**src/rtl/fmlbrg_burst_pkg.sv**
```systemverilog
// Shared constants and FSM encoding for the FML bridge burst engine.
package fmlbrg_burst_pkg;

  localparam int unsigned BURST_LEN = 8;
  localparam int unsigned WORD_W    = 16;
  localparam int unsigned LINE_OFS  = 3;
  localparam int unsigned FML_OFS   = 4;

  typedef enum logic [2:0] {
    IDLE,
    WB_REQ,
    WB_BURST,
    FILL_REQ,
    FILL_BURST
  } state_t;

endpackage

```
**src/rtl/fmlbrg_burst.sv**
```systemverilog
// FML 8x16 burst engine: moves whole cache lines between the FML controller
// and the bridge data memory (fill = FML read burst, writeback = FML write burst).
module fmlbrg_burst
  import fmlbrg_burst_pkg::*;
#(
  parameter int fml_depth = 26,
  parameter int depth     = 8
) (
  input  logic                    sys_clk,
  input  logic                    sys_rst,

  input  logic                    req_fill,
  input  logic                    req_evict,
  input  logic [depth-4:0]        req_line,
  input  logic [fml_depth-5:0]    fill_adr,
  input  logic [fml_depth-5:0]    evict_adr,
  output logic                    busy,
  output logic                    done,

  output logic [depth-1:0]        dm_a,
  output logic [1:0]              dm_we,
  output logic [WORD_W-1:0]       dm_di,
  output logic [depth-1:0]        dm_a2,
  input  logic [WORD_W-1:0]       dm_do2,

  output logic [fml_depth-1:0]    fml_adr,
  output logic                    fml_stb,
  output logic                    fml_we,
  output logic [1:0]              fml_sel,
  input  logic                    fml_ack,
  output logic [WORD_W-1:0]       fml_do,
  input  logic [WORD_W-1:0]       fml_di
);

  localparam logic [LINE_OFS-1:0] LAST_WORD = LINE_OFS'(BURST_LEN - 1);

  state_t                 state, state_next;
  logic [LINE_OFS-1:0]    cnt, cnt_next, cnt_inc;
  logic                   done_next;
  logic [depth-4:0]       line;
  logic [fml_depth-5:0]   fill_a, evict_a;
  logic                   fill_pend;
  logic                   accept;

  assign accept  = (state == IDLE) && (req_evict || req_fill);
  assign cnt_inc = cnt + 1'b1;

  always_ff @(posedge sys_clk or posedge sys_rst) begin
    if (sys_rst) begin
      state     <= IDLE;
      cnt       <= '0;
      done      <= 1'b0;
      line      <= '0;
      fill_a    <= '0;
      evict_a   <= '0;
      fill_pend <= 1'b0;
    end else begin
      state <= state_next;
      cnt   <= cnt_next;
      done  <= done_next;
      if (accept) begin
        line      <= req_line;
        fill_a    <= fill_adr;
        evict_a   <= evict_adr;
        fill_pend <= req_fill;
      end
    end
  end

  always_comb begin
    state_next = state;
    cnt_next   = cnt;
    done_next  = 1'b0;
    fml_stb    = 1'b0;
    fml_we     = 1'b0;
    fml_adr    = '0;
    dm_a       = '0;
    dm_we      = '0;
    dm_a2      = '0;
    unique case (state)
      IDLE: begin
        if (req_evict)     state_next = WB_REQ;
        else if (req_fill) state_next = FILL_REQ;
      end
      WB_REQ: begin
        fml_stb = 1'b1;
        fml_we  = 1'b1;
        fml_adr = {evict_a, {FML_OFS{1'b0}}};
        dm_a2   = {line, {LINE_OFS{1'b0}}};
        if (fml_ack) begin
          state_next = WB_BURST;
          cnt_next   = '0;
        end
      end
      WB_BURST: begin
        // Read address runs one word ahead to cover the data memory read latency.
        fml_we   = 1'b1;
        fml_adr  = {evict_a, {FML_OFS{1'b0}}};
        dm_a2    = {line, cnt_inc};
        cnt_next = cnt_inc;
        if (cnt == LAST_WORD) begin
          if (fill_pend) begin
            state_next = FILL_REQ;
          end else begin
            state_next = IDLE;
            done_next  = 1'b1;
          end
        end
      end
      FILL_REQ: begin
        fml_stb = 1'b1;
        fml_adr = {fill_a, {FML_OFS{1'b0}}};
        if (fml_ack) begin
          state_next = FILL_BURST;
          cnt_next   = '0;
        end
      end
      FILL_BURST: begin
        fml_adr  = {fill_a, {FML_OFS{1'b0}}};
        dm_a     = {line, cnt};
        dm_we    = 2'b11;
        cnt_next = cnt_inc;
        if (cnt == LAST_WORD) begin
          state_next = IDLE;
          done_next  = 1'b1;
        end
      end
      default: state_next = IDLE;
    endcase
  end

  assign busy    = (state != IDLE);
  assign fml_sel = 2'b11;
  assign fml_do  = dm_do2;
  assign dm_di   = fml_di;

endmodule

```
**config.mk**
```make
export PLATFORM = sky130hd
export DESIGN_NAME = fmlbrg_burst
export DESIGN_NICKNAME = d
export VERILOG_FILES = /design/src/rtl/fmlbrg_burst_pkg.sv /design/src/rtl/fmlbrg_burst.sv
export SDC_FILE = /design/constraint.sdc
export NUM_CORES = 1
export LEC_CHECK = 0
export CAP_MARGIN = 20
export CORE_MARGIN = 2
export CORE_UTILIZATION = 39
export CTS_BUF_LIST = sky130_fd_sc_hd__clkbuf_4
export CTS_CLUSTER_SIZE = 25
export DETAILED_ROUTE_END_ITERATION = 6
export GPL_ROUTABILITY_DRIVEN = 1
export PLACE_DENSITY = 0.81
export RECOVER_POWER = 100
export SYNTH_ARGS = -nofsm -noshare
export SYNTH_HDL_FRONTEND = slang
export SYNTH_SLANG_ARGS = --single-unit
export TNS_END_PERCENT = 1
```
**constraint.sdc**
```tcl
create_clock -name sys_clk -period 2.65 [get_ports sys_clk]
set_input_delay 0.795 -clock sys_clk [delete_from_list [all_inputs] [get_ports sys_clk]]
set_output_delay 0.795 -clock sys_clk [all_outputs]
set_load 0.01 [all_outputs]
```
==> results of run 1 <==
flip-flops by register name, indices dropped and copies added (netlist names):
name       flops
fill_a        22
state          3
evict_a       22
done           1
cnt            3
line           5
fill_pend      1
synthesized netlist by cell type, types with 2 or more instances:
cell	n
dfrtp_1	57
buf_4	43
mux2_2	39
a22o_1	23
and2_1	13
mux2_1	10
nor2_1	10
buf_2	7
nand2_1	6
a221oi_1	3
ha_1	3
inv_1	3
nand2b_1	3
nor2b_1	3
a21oi_1	2
and3_1	2
clkbuf_1	2
conb_1	2
nor3b_1	2
o22ai_1	2
timing repair:
action	CTS	global route
setup endpoints to repair	41	25
pin swaps	2	0
resized for setup	66	41
buffers inserted	6	0
gates cloned	1	0
critical path, stage by stage (launching register included):
cell and delay [ps]:
dfrtp_2 460, nor3b_4 170, a21o_1 210, buf_6 150, a22o_1 170, dlygate4sd2_1 280
routing by layer:
layer / vias up / share of wire, %
met4: 0 / 2.5
li1: 973 / -
met1: 1021 / 40
met5: - / 0
met2: 75 / 50
met3: 25 / 7.7
layout by cell type (no fill, tap or decap), types with 2 or more instances in the layout:
cell type,instances
dlygate4sd3_1,4
clkdlybuf4s50_1,51
nand2_1,6
inv_1,2
nor2_1,10
clkbuf_2,14
and2_1,13
buf_6,8
nor2_2,2
ha_1,2
clkinv_1,4
dfrtp_2,3
clkbuf_4,10
o22ai_1,2
a21oi_1,2
dlygate4sd2_1,19
clkdlybuf4s15_1,2
dlymetal6s2s_1,2
mux2_2,39
mux2_1,10
a221oi_1,3
buf_4,8
nand2b_1,3
a22o_1,23
buf_2,6
and3_1,2
nor2b_1,2
conb_1,6
dfrtp_1,54
final cells by class:
class / instances / area, um2
Tap cell: 99 / 124
Timing Repair Buffer: 116 / 1020
Clock buffer: 9 / 67.6
Fill cell: 670 / 3450
Clock inverter: 5 / 48.8
Multi-Input combinational cell: 138 / 1170
Sequential cell: 57 / 1430
Inverter: 4 / 15.0
power breakdown:
part,total (mW),switching (mW),internal [mW]
sequential,1.60,0.282,1.32
clock,0.582,0.313,0.268
combinational,2.87,1.31,1.55
total,5.06,1.91,3.15
final timing paths:
| check | from | depth (start not counted) | slack (ps) | end |
|---|---|---|---|---|
| hold reg to reg | fill_a[17] | 1 | 500 | fill_a[17] |
| max in group asynchronous | sys_rst | 3 | 370 | state[1] |
| hold / removal | fill_a[17] | 1 | 500 | fill_a[17] |
| min in group asynchronous | sys_rst | 3 | 1310 | done |
| setup / recovery | state[2] | 5 | 30 | fml_adr[13] |
| setup reg to reg | state[1] | 6 | 310 | fill_a[7] |
logic make-up after synthesis:
kind of cell             share of synthesized area (%)
adder cells (fa/ha/maj)                           1.26
multiplexers                                      18.8
AO/OA/AOI/OAI                                     9.40
buffers and inverters                             13.6
XOR/XNOR                                         0.587
AND/OR/NAND/NOR                                   8.22
flip-flops                                        47.8
other                                            0.252
per-stage QoR:
stage | TNS [ps] | util (%) | setup slack (ps)
global placement | 0 | 52.1 | 202
CTS | -374 | 54.2 | -68.4
floorplan | 0 | - | 455
finish | 0 | 52.9 | 29.2
global route | -466 | 52.9 | -86.3
detailed placement | 0 | 52.1 | 101
==> impl_summary.log, run 1 <==
INFO  metric synth-async-reset-ratio = 100%
INFO  metric met3_usage = 6.72%
INFO  metric cts_made_buffers = 9
INFO  metric post-route-drc-count = 0
INFO  metric layout-drive-gt1-share = 29.2%
INFO  metric grt_setup_unrepaired = true
INFO  metric placed_area = 3820 um2
INFO  metric ant_nets = 0
INFO  metric endpoint_arrival_time_on_the_critical_path = 1830 ps
INFO  metric drtIter0Drc = 79
INFO  metric drv_cap = 0
INFO  metric die_w = 91.5 um
INFO  metric fmax = 382 MHz
INFO  metric crit_required = 1860 ps
INFO  metric place_inst = 407
INFO  metric run_status = finished clean
INFO  metric global_placement_routability_congestion = 0.750
INFO  metric finalNetCount = 415
INFO  metric groute.usage.overall = 16.3%
INFO  metric synth_area_per_cell = 12.0 um2
INFO  metric final_slew_viol_count = 0
INFO  metric synthDominantAreaCellType = dfrtp_1
INFO  metric start_kind = register
INFO  metric cts_max_path_buffers = 2
INFO  metric post_layout_nonfiller_instances = 428
INFO  metric drt-pass1-iter-count = 4
INFO  metric port_buffers = 97
INFO  metric end_kind = output port
INFO  metric design.die.area = 8360 um2
INFO  metric wire_length_of_the_first_global_routing_pass = 10.7 mm
INFO  metric ctsHtreeMaxLevel = 3
INFO  metric post_synth_main_area_contributors = dfrtp_1 (48%), mux2_2 (15%), buf_4 (11%)
INFO  metric route.detailed.vias_per_inst = 4.89
INFO  metric synthToLayoutAreaGrowth = 30.0%
INFO  metric post-route-min-period = 2620 ps
INFO  metric hold_class = reg -> reg
INFO  metric worst-setup-path-type = reg -> out
INFO  metric power.density_cell_area = 1300 nW/um2
INFO  metric post_synth_num_cell_types = 34
INFO  metric wire_per_inst = 15.8 um
INFO  metric fin_total_pwr = 5.06 mW
INFO  metric cts.root.buffer_cell = clkbuf_4
INFO  metric syn-cell-area = 2980 um2
INFO  metric ys_seq_elements = 57
INFO  metric fin_crit_sh = 98.9%
INFO  metric synth_top_flop_cell = dfrtp_1
INFO  metric ys.warnings.count = 0
INFO  metric synth_cells = 249
INFO  metric critical_path.max_fanout = 5
INFO  metric start_util = 40.7%
INFO  metric hold_ws = 499 ps
INFO  metric detailroute.via_count = 2,094
INFO  metric global_routing_s_busiest_layer = met2
INFO  metric globalRouteMet1Util = 18.9%
INFO  metric placementRows = 31
INFO  metric cts.sink_count = 57
INFO  metric global_route.overflow_total = 0
INFO  metric final_hold_violating_endpoints = 0
INFO  metric totalWireLength = 6.75 mm
INFO  metric finalInstanceArea = 3880 um2
INFO  metric post_cts_hold_buffer_count = 0
INFO  metric synth.yosys.seq_area_share = 47.8%
INFO  metric synth_largest_type_area_fraction = 47.8%
INFO  metric place.detailed.hpwl = 4.57 mm
INFO  metric count_of_flip_flops_with_a_built_in_enable_after_synthesis = 0
INFO  metric core = 7330 um2
INFO  metric groute.layer.met2.usage = 26.6%
INFO  metric cts_tree = built
INFO  metric worst-slew-pin-transition = 1410 ps
INFO  metric via_count_of_the_first_global_routing_pass = 2,212
INFO  metric irDropWorstVdd = 0.000853 V
INFO  metric power.static_leakage = 1.78 nW
INFO  metric worst_setup_hold_path_clk_slew = 100 ps
INFO  metric clock_latency = 390 ps
INFO  metric io_pins = 168
INFO  metric antenna_cells = 0
INFO  metric clock_skew = 11.5 ps
INFO  metric finalSetupViolCount = 0
INFO  metric grt_max_degree = 58
INFO  metric die_h = 91.5 um
INFO  metric antenna_found_initial = 0
INFO  metric slew_headroom = 5.90%
Power figures use the tool's default switching activity.
==> run 2: changes to the inputs <==
--- a/config.mk
+++ b/config.mk
@@ -6,7 +6,6 @@
 export NUM_CORES = 1
 export LEC_CHECK = 0
 export CAP_MARGIN = 20
-export CORE_MARGIN = 2
 export CORE_UTILIZATION = 39
 export CTS_BUF_LIST = sky130_fd_sc_hd__clkbuf_4
 export CTS_CLUSTER_SIZE = 25
@@ -14,6 +13,7 @@
 export GPL_ROUTABILITY_DRIVEN = 1
 export PLACE_DENSITY = 0.81
 export RECOVER_POWER = 100
+export SLEW_MARGIN = 20
 export SYNTH_ARGS = -nofsm -noshare
 export SYNTH_HDL_FRONTEND = slang
 export SYNTH_SLANG_ARGS = --single-unit
==> impl_summary.log, run 2 (synthesis gave the netlist of run 1 again) <==
INFO  metric run_status = finished clean (unchanged)
INFO  metric endpoint_arrival_time_on_the_critical_path = 1810 ps (was 1830 ps)
INFO  metric start_util = 40.7% (unchanged)
INFO  metric critical_path.n_buffers_inverters = 4 (was 2)
INFO  metric clock_latency = 380 ps (was 390 ps)
INFO  metric worst-slew-pin-transition = 926 ps (was 1410 ps)
INFO  metric end_kind = output port (unchanged)
INFO  metric die_w = 89.5 um (was 91.5 um)
INFO  metric wire_per_inst = 16.2 um (was 15.8 um)
INFO  metric core = 7330 um2 (unchanged)
INFO  metric path_cells = buf_6, xnor2_4, nor2_2, buf_4, buf_12, a22o_1, buf_2 (was nor3b_4, a21o_1, buf_6, a22o_1, dlygate4sd2_1)
INFO  metric global_placement_routability_congestion = 0.712 (was 0.750)
INFO  metric groute.usage.overall = 19.1% (was 16.3%)
INFO  metric fin_total_pwr = 5.28 mW (was 5.06 mW)
INFO  metric antenna_cells = 0 (unchanged)
INFO  metric final.setup.worst_slack = 45.0 ps (was 29.2 ps)
INFO  metric drtIter0Drc = 45 (was 79)
INFO  metric ctsHtreeMaxLevel = 3 (unchanged)
INFO  metric fmax = 384 MHz (was 382 MHz)
INFO  metric wire_length_of_the_first_global_routing_pass = 11.0 mm (was 10.7 mm)
INFO  metric layout-drive-gt1-share = 34.7% (was 29.2%)
INFO  metric cp_slowest_stage_delay = 440 ps (was 460 ps)
INFO  metric route.detailed.vias_per_inst = 5.00 (was 4.89)
INFO  metric critical_path.max_fanout = 14 (was 5)
INFO  metric start_kind = register (unchanged)
INFO  metric reg_top3 = evict_a x22, fill_a x22, line x5 (unchanged)
INFO  metric critical_path.slowest_cell = dfrtp_1 (was dfrtp_2)
INFO  metric post-route-drc-count = 0 (unchanged)
INFO  metric hold_class = reg -> reg (unchanged)
INFO  metric io_pins = 168 (unchanged)
INFO  metric design.die.area = 8000 um2 (was 8360 um2)
INFO  metric worst_setup_hold_path_clk_slew = 90 ps (was 100 ps)
INFO  metric power.density_cell_area = 1360 nW/um2 (was 1300 nW/um2)
INFO  metric finalInstanceArea = 3890 um2 (was 3880 um2)
INFO  metric fin_crit_sh = 98.3% (was 98.9%)
INFO  metric detailroute.via_count = 2,140 (was 2,094)
INFO  metric slew_headroom = 38.2% (was 5.90%)
INFO  metric placement.setup.worst_slack = 110 ps (was 101 ps)
INFO  metric grt_max_degree = 42 (was 58)
INFO  metric global_route.overflow_total = 0 (unchanged)
INFO  metric critical_path.top_delay_family = buffers and inverters (was flip-flops)
INFO  metric layout_common_cells = dfrtp_1 (57), clkdlybuf4s50_1 (54), mux2_2 (39), buf_2 (27), a22o_1 (23) (was dfrtp_1 (54), clkdlybuf4s50_1 (51), mux2_2 (39), a22o_1 (23), dlygate4sd2_1 (19))
INFO  metric crit_required = 1860 ps (about the same)
INFO  metric post_layout_nonfiller_instances = 428 (unchanged)
INFO  metric via_count_of_the_first_global_routing_pass = 2,226 (was 2,212)
INFO  metric post-route-min-period = 2600 ps (was 2620 ps)
INFO  metric antenna_found_initial = 0 (unchanged)
INFO  metric finalNetCount = 415 (unchanged)
INFO  metric cts_max_path_buffers = 2 (unchanged)
INFO  metric final_common_cell = dfrtp_1 (unchanged)
INFO  metric layout.core_utilization = 53.1% (was 52.9%)
INFO  metric ant_nets = 0 (unchanged)
INFO  metric clock_skew = 8.99 ps (was 11.5 ps)
INFO  metric cts_tree = built (unchanged)
INFO  metric drv_cap = 0 (unchanged)
INFO  metric place_inst = 405 (was 407)
INFO  metric irDropWorstVdd = 0.000650 V (was 0.000853 V)
INFO  metric place.detailed.hpwl = 4.61 mm (was 4.57 mm)
INFO  metric final_hold_violating_endpoints = 0 (unchanged)
INFO  metric port_buffers = 97 (unchanged)
INFO  metric placementRows = 31 (unchanged)
INFO  metric cts_made_buffers = 9 (unchanged)
INFO  metric totalWireLength = 6.95 mm (was 6.75 mm)
INFO  metric final_slew_viol_count = 0 (unchanged)
INFO  metric placed_area = 3830 um2 (was 3820 um2)
INFO  metric power.static_leakage = 1.77 nW (was 1.78 nW)
INFO  metric drt-pass1-iter-count = 4 (unchanged)
INFO  metric synthToLayoutAreaGrowth = 30.5% (was 30.0%)
INFO  metric worst-setup-path-type = reg -> out (unchanged)
INFO  metric grt_setup_unrepaired = true (unchanged)
INFO  metric die_h = 89.5 um (was 91.5 um)
INFO  metric cts.sink_count = 57 (unchanged)
INFO  metric cts.root.buffer_cell = clkbuf_4 (unchanged)
INFO  metric finalSetupViolCount = 0 (unchanged)
==> run 2: path summary, 6_finish.rpt <==
path                                  from     endpoint  slack [ps]  cells after the start
worst max-delay path              state[0]  fml_adr[24]          50                      7
worst min-delay path            fill_a[20]   fill_a[20]         500                      1
worst max register to register    state[1]    fill_a[0]         720                      7
worst min register to register  fill_a[20]   fill_a[20]         500                      1
max in group asynchronous          sys_rst   fill_a[19]         380                      3
min in group asynchronous          sys_rst   evict_a[6]         910                      2
==> run 2: cell type report <==
class	count	area [um2]
Fill cell	676	3440
Sequential cell	57	1430
Multi-Input combinational cell	138	1190
Timing Repair Buffer	116	1020
Tap cell	99	124
Clock buffer	9	67.6
Clock inverter	5	48.8
Inverter	4	15.0
==> run 2: metrics by stage <==
step                      hold WS, ps  setup TNS [ps]
after detailed placement          483               0
after CTS                         499           -33.6
after global placement            467               0
final                             497               0
after global routing              517            -690
after floorplan                   459               0
==> run 2: what timing repair did <==
item | CTS | global route
setup buffers | 7 | 0
hold buffers | 0 | 0
pin swaps | 2 | 24
resized for setup | 126 | 20
setup endpoints to repair | 41 | 36
cloned | 2 | 0
==> run 2: power by group <==
part	internal, mW	switching, mW	total (mW)
clock network	0.270	0.307	0.577
registers	1.32	0.266	1.58
logic	1.70	1.42	3.12
==> run 2: routing by layer <==
metal | vias up | wire (um) | global-route usage (%) | share of wire (%)
li1 | 981 | - | - | -
met1 | 1050 | 2830 | 23.0 | 41
met2 | 89 | 3470 | 31.2 | 50
met3 | 20 | 508 | 6.09 | 7.3
met4 | 0 | 133 | 8.51 | 1.9
met5 | - | 0 | 0 | 0
==> run 2: worst register-to-register path, cell delays in order, from the launching register on <==
cell     delay [ps]
dfrtp_1         400
buf_4           170
buf_4           180
nor3_4          230
inv_2            70
nor2_4          140
buf_12          240
mux2_2          390
==> run 3: changes to the inputs <==
==> constraint.sdc (replaced) <==
create_clock -name sys_clk -period 2.4 [get_ports sys_clk]
set_input_delay 0.72 -clock sys_clk [delete_from_list [all_inputs] [get_ports sys_clk]]
set_output_delay 0.72 -clock sys_clk [all_outputs]
set_load 0.01 [all_outputs]
==> impl_summary.log, run 3 (synthesis gave the netlist of run 1 again) <==
INFO  metric hold_ws = 501 ps (was 497 ps)
INFO  metric finalInstanceArea = 3950 um2 (was 3890 um2)
INFO  metric placementRows = 31 (unchanged)
INFO  metric worst-setup-path-type = reg -> out (unchanged)
INFO  metric ant_nets = 0 (unchanged)
INFO  metric power.density_cell_area = 1510 nW/um2 (was 1360 nW/um2)
INFO  metric start_util = 40.7% (unchanged)
INFO  metric cts_max_path_buffers = 2 (unchanged)
INFO  metric reg_top3 = evict_a x22, fill_a x22, line x5 (unchanged)
INFO  metric worst-slew-pin-transition = 603 ps (was 926 ps)
INFO  metric ctsHtreeMaxLevel = 3 (unchanged)
INFO  metric route.detailed.vias_per_inst = 4.98 (was 5.00)
INFO  metric power.static_leakage = 1.79 nW (was 1.77 nW)
INFO  metric cts_made_buffers = 9 (unchanged)
INFO  metric cts.root.buffer_cell = clkbuf_4 (unchanged)
INFO  metric fmax = 404 MHz
INFO  metric slew_headroom = 59.8% (was 38.2%)
INFO  metric finalNetCount = 420 (was 415)
INFO  metric layout_common_cells = dfrtp_1 (55), clkdlybuf4s50_1 (54), mux2_2 (39), buf_2 (32), a22o_1 (23) (was dfrtp_1 (57), clkdlybuf4s50_1 (54), mux2_2 (39), buf_2 (27), a22o_1 (23))
INFO  metric final_slew_viol_count = 0 (unchanged)
INFO  metric io_pins = 168 (unchanged)
INFO  metric detailroute.via_count = 2,162 (was 2,140)
INFO  metric grt_max_degree = 46 (was 42)
INFO  metric cpMostUsedCell = buf_12
INFO  metric place.detailed.hpwl = 4.56 mm (was 4.61 mm)
INFO  metric violations_in_the_final_reports = setup timing
INFO  metric clock_latency = 390 ps (was 380 ps)
INFO  metric global_route.overflow_total = 0 (unchanged)
INFO  metric critical_path.slowest_cell = dfrtp_1 (unchanged)
INFO  metric final.setup.worst_slack = -77.3 ps (was 45.0 ps)
INFO  metric totalWireLength = 6.97 mm (was 6.95 mm)
INFO  metric groute.usage.overall = 18.2% (was 19.1%)
INFO  metric critical_path.max_fanout = 4 (was 14)
INFO  metric drv_cap = 0 (unchanged)
INFO  metric post-route-drc-count = 0 (unchanged)
INFO  metric antenna_cells = 0 (unchanged)
INFO  metric path_cells = buf_6, xnor2_2, nor2_2, buf_12, buf_12, a22o_1, buf_2 (was buf_6, xnor2_4, nor2_2, buf_4, buf_12, a22o_1, buf_2)
INFO  metric design.die.area = 8000 um2 (unchanged)
INFO  metric grt_setup_unrepaired = true (unchanged)
INFO  metric clock_skew = 13.7 ps (was 8.99 ps)
INFO  metric wire_length_of_the_first_global_routing_pass = 10.6 mm (was 11.0 mm)
INFO  metric irDropWorstVdd = 0.000688 V (was 0.000650 V)
INFO  metric antenna_found_initial = 0 (unchanged)
INFO  metric drt-pass1-iter-count = 5 (was 4)
INFO  metric fillers = 663 (was 676)
INFO  metric port_buffers = 97 (unchanged)
INFO  metric tns = -1160 ps (was 0 ps)
INFO  metric cp_slowest_stage_delay = 410 ps (was 440 ps)
INFO  metric fin_crit_sh = 103%
INFO  metric final_common_cell = dfrtp_1 (unchanged)
INFO  metric cts.sink_count = 57 (unchanged)
INFO  metric start_kind = register (unchanged)
INFO  metric end_kind = output port (unchanged)
INFO  metric core = 7330 um2 (unchanged)
INFO  metric post_cts_hold_buffer_count = 0 (unchanged)
INFO  metric wire_per_inst = 16.1 um (was 16.2 um)
INFO  metric worst_setup_hold_path_clk_slew = 90 ps (about the same)
INFO  metric post-route-min-period = 2480 ps
INFO  metric layout-drive-gt1-share = 39.7% (was 34.7%)
INFO  metric cts_tree = built (unchanged)
INFO  metric place_inst = 408 (was 405)
INFO  metric die_h = 89.5 um (unchanged)
INFO  metric run_status = finished with violations (was finished clean)
INFO  metric post_layout_nonfiller_instances = 434 (was 428)
INFO  metric hold_class = reg -> reg (unchanged)
INFO  metric finalSetupViolCount = 28 (was 0)
INFO  metric synthToLayoutAreaGrowth = 32.4% (was 30.5%)
INFO  metric crit_required = 1680 ps (was 1860 ps)
INFO  metric endpoint_arrival_time_on_the_critical_path = 1760 ps (was 1810 ps)
INFO  metric placed_area = 3850 um2 (was 3830 um2)
INFO  metric drtIter0Drc = 57 (was 45)
INFO  metric final_hold_violating_endpoints = 0 (unchanged)
INFO  metric via_count_of_the_first_global_routing_pass = 2,166 (was 2,226)
INFO  metric die_w = 89.5 um (unchanged)
INFO  metric global_placement_routability_congestion = 0.712 (about the same)
-- run 3: final timing paths --
path | startpoint | to | slack, ps | depth (start not counted)
setup / recovery | state[0] | fml_adr[6] | -80 | 7
hold / removal | fill_a[16] | fill_a[16] | 500 | 1
setup reg to reg | state[1] | evict_a[16] | 490 | 6
hold reg to reg | fill_a[16] | fill_a[16] | 500 | 1
max in group asynchronous | sys_rst | state[2] | 470 | 3
min in group asynchronous | sys_rst | fill_a[6] | 820 | 2
-- run 3: final cells by class --
type                            instances  area, um2  area share (%)
Sequential cell                        57       1430            36.2
Tap cell                               99        124            3.14
Clock inverter                          5       47.5            1.20
Inverter                                4       15.0           0.380
Multi-Input combinational cell        138       1220            30.9
Clock buffer                           10       75.1            1.90
Timing Repair Buffer                  121       1040            26.4
-- run 3: timing repair --
item / in CTS / in global routing
endpoints found under the setup margin: 43 / 42
gates resized for setup: 168 / 27
buffers inserted: 7 / 4
pin swaps: 26 / 9
gates cloned: 2 / 2
-- run 3: power by group --
part | total [mW] | switching, mW | internal (mW) | leakage (nW)
logic | 3.54 | 1.58 | 1.96 | 1.05
clock network | 0.658 | 0.344 | 0.314 | 0.0711
registers | 1.76 | 0.302 | 1.46 | 0.669
total | 5.96 | 2.23 | 3.74 | 1.79
-- run 3: per-stage QoR --
step / util [%] / worst slack, ps / total power, mW
3_5_place_dp: 52.5 / -42.4 / 5.34
4_1_cts: 53.8 / -170 / 5.99
2_1_floorplan: - / 280 / 3.77
3_3_place_gp: 52.5 / -0.191 / 5.26
5_1_grt: 53.9 / -167 / 6.38
6_report: 53.9 / -77.3 / 5.96
-- run 3: critical path: cells and delay by family, from the launching register on --
| family | cells | cell delay (ps) |
|---|---|---|
| xor+xnor | 1 | 140 |
| compound gates | 1 | 230 |
| simple gates | 1 | 80 |
| flops | 1 | 410 |
| buf+inv | 4 | 520 |
-- run 3: per-layer routing --
metal	GRT usage (%)	vias up	share of wire (%)
met5	0	-	0
met1	21.6	1050	41
met3	5.82	29	7.1
met2	28.9	95	48
met4	11.3	0	3.2
li1	-	988	-
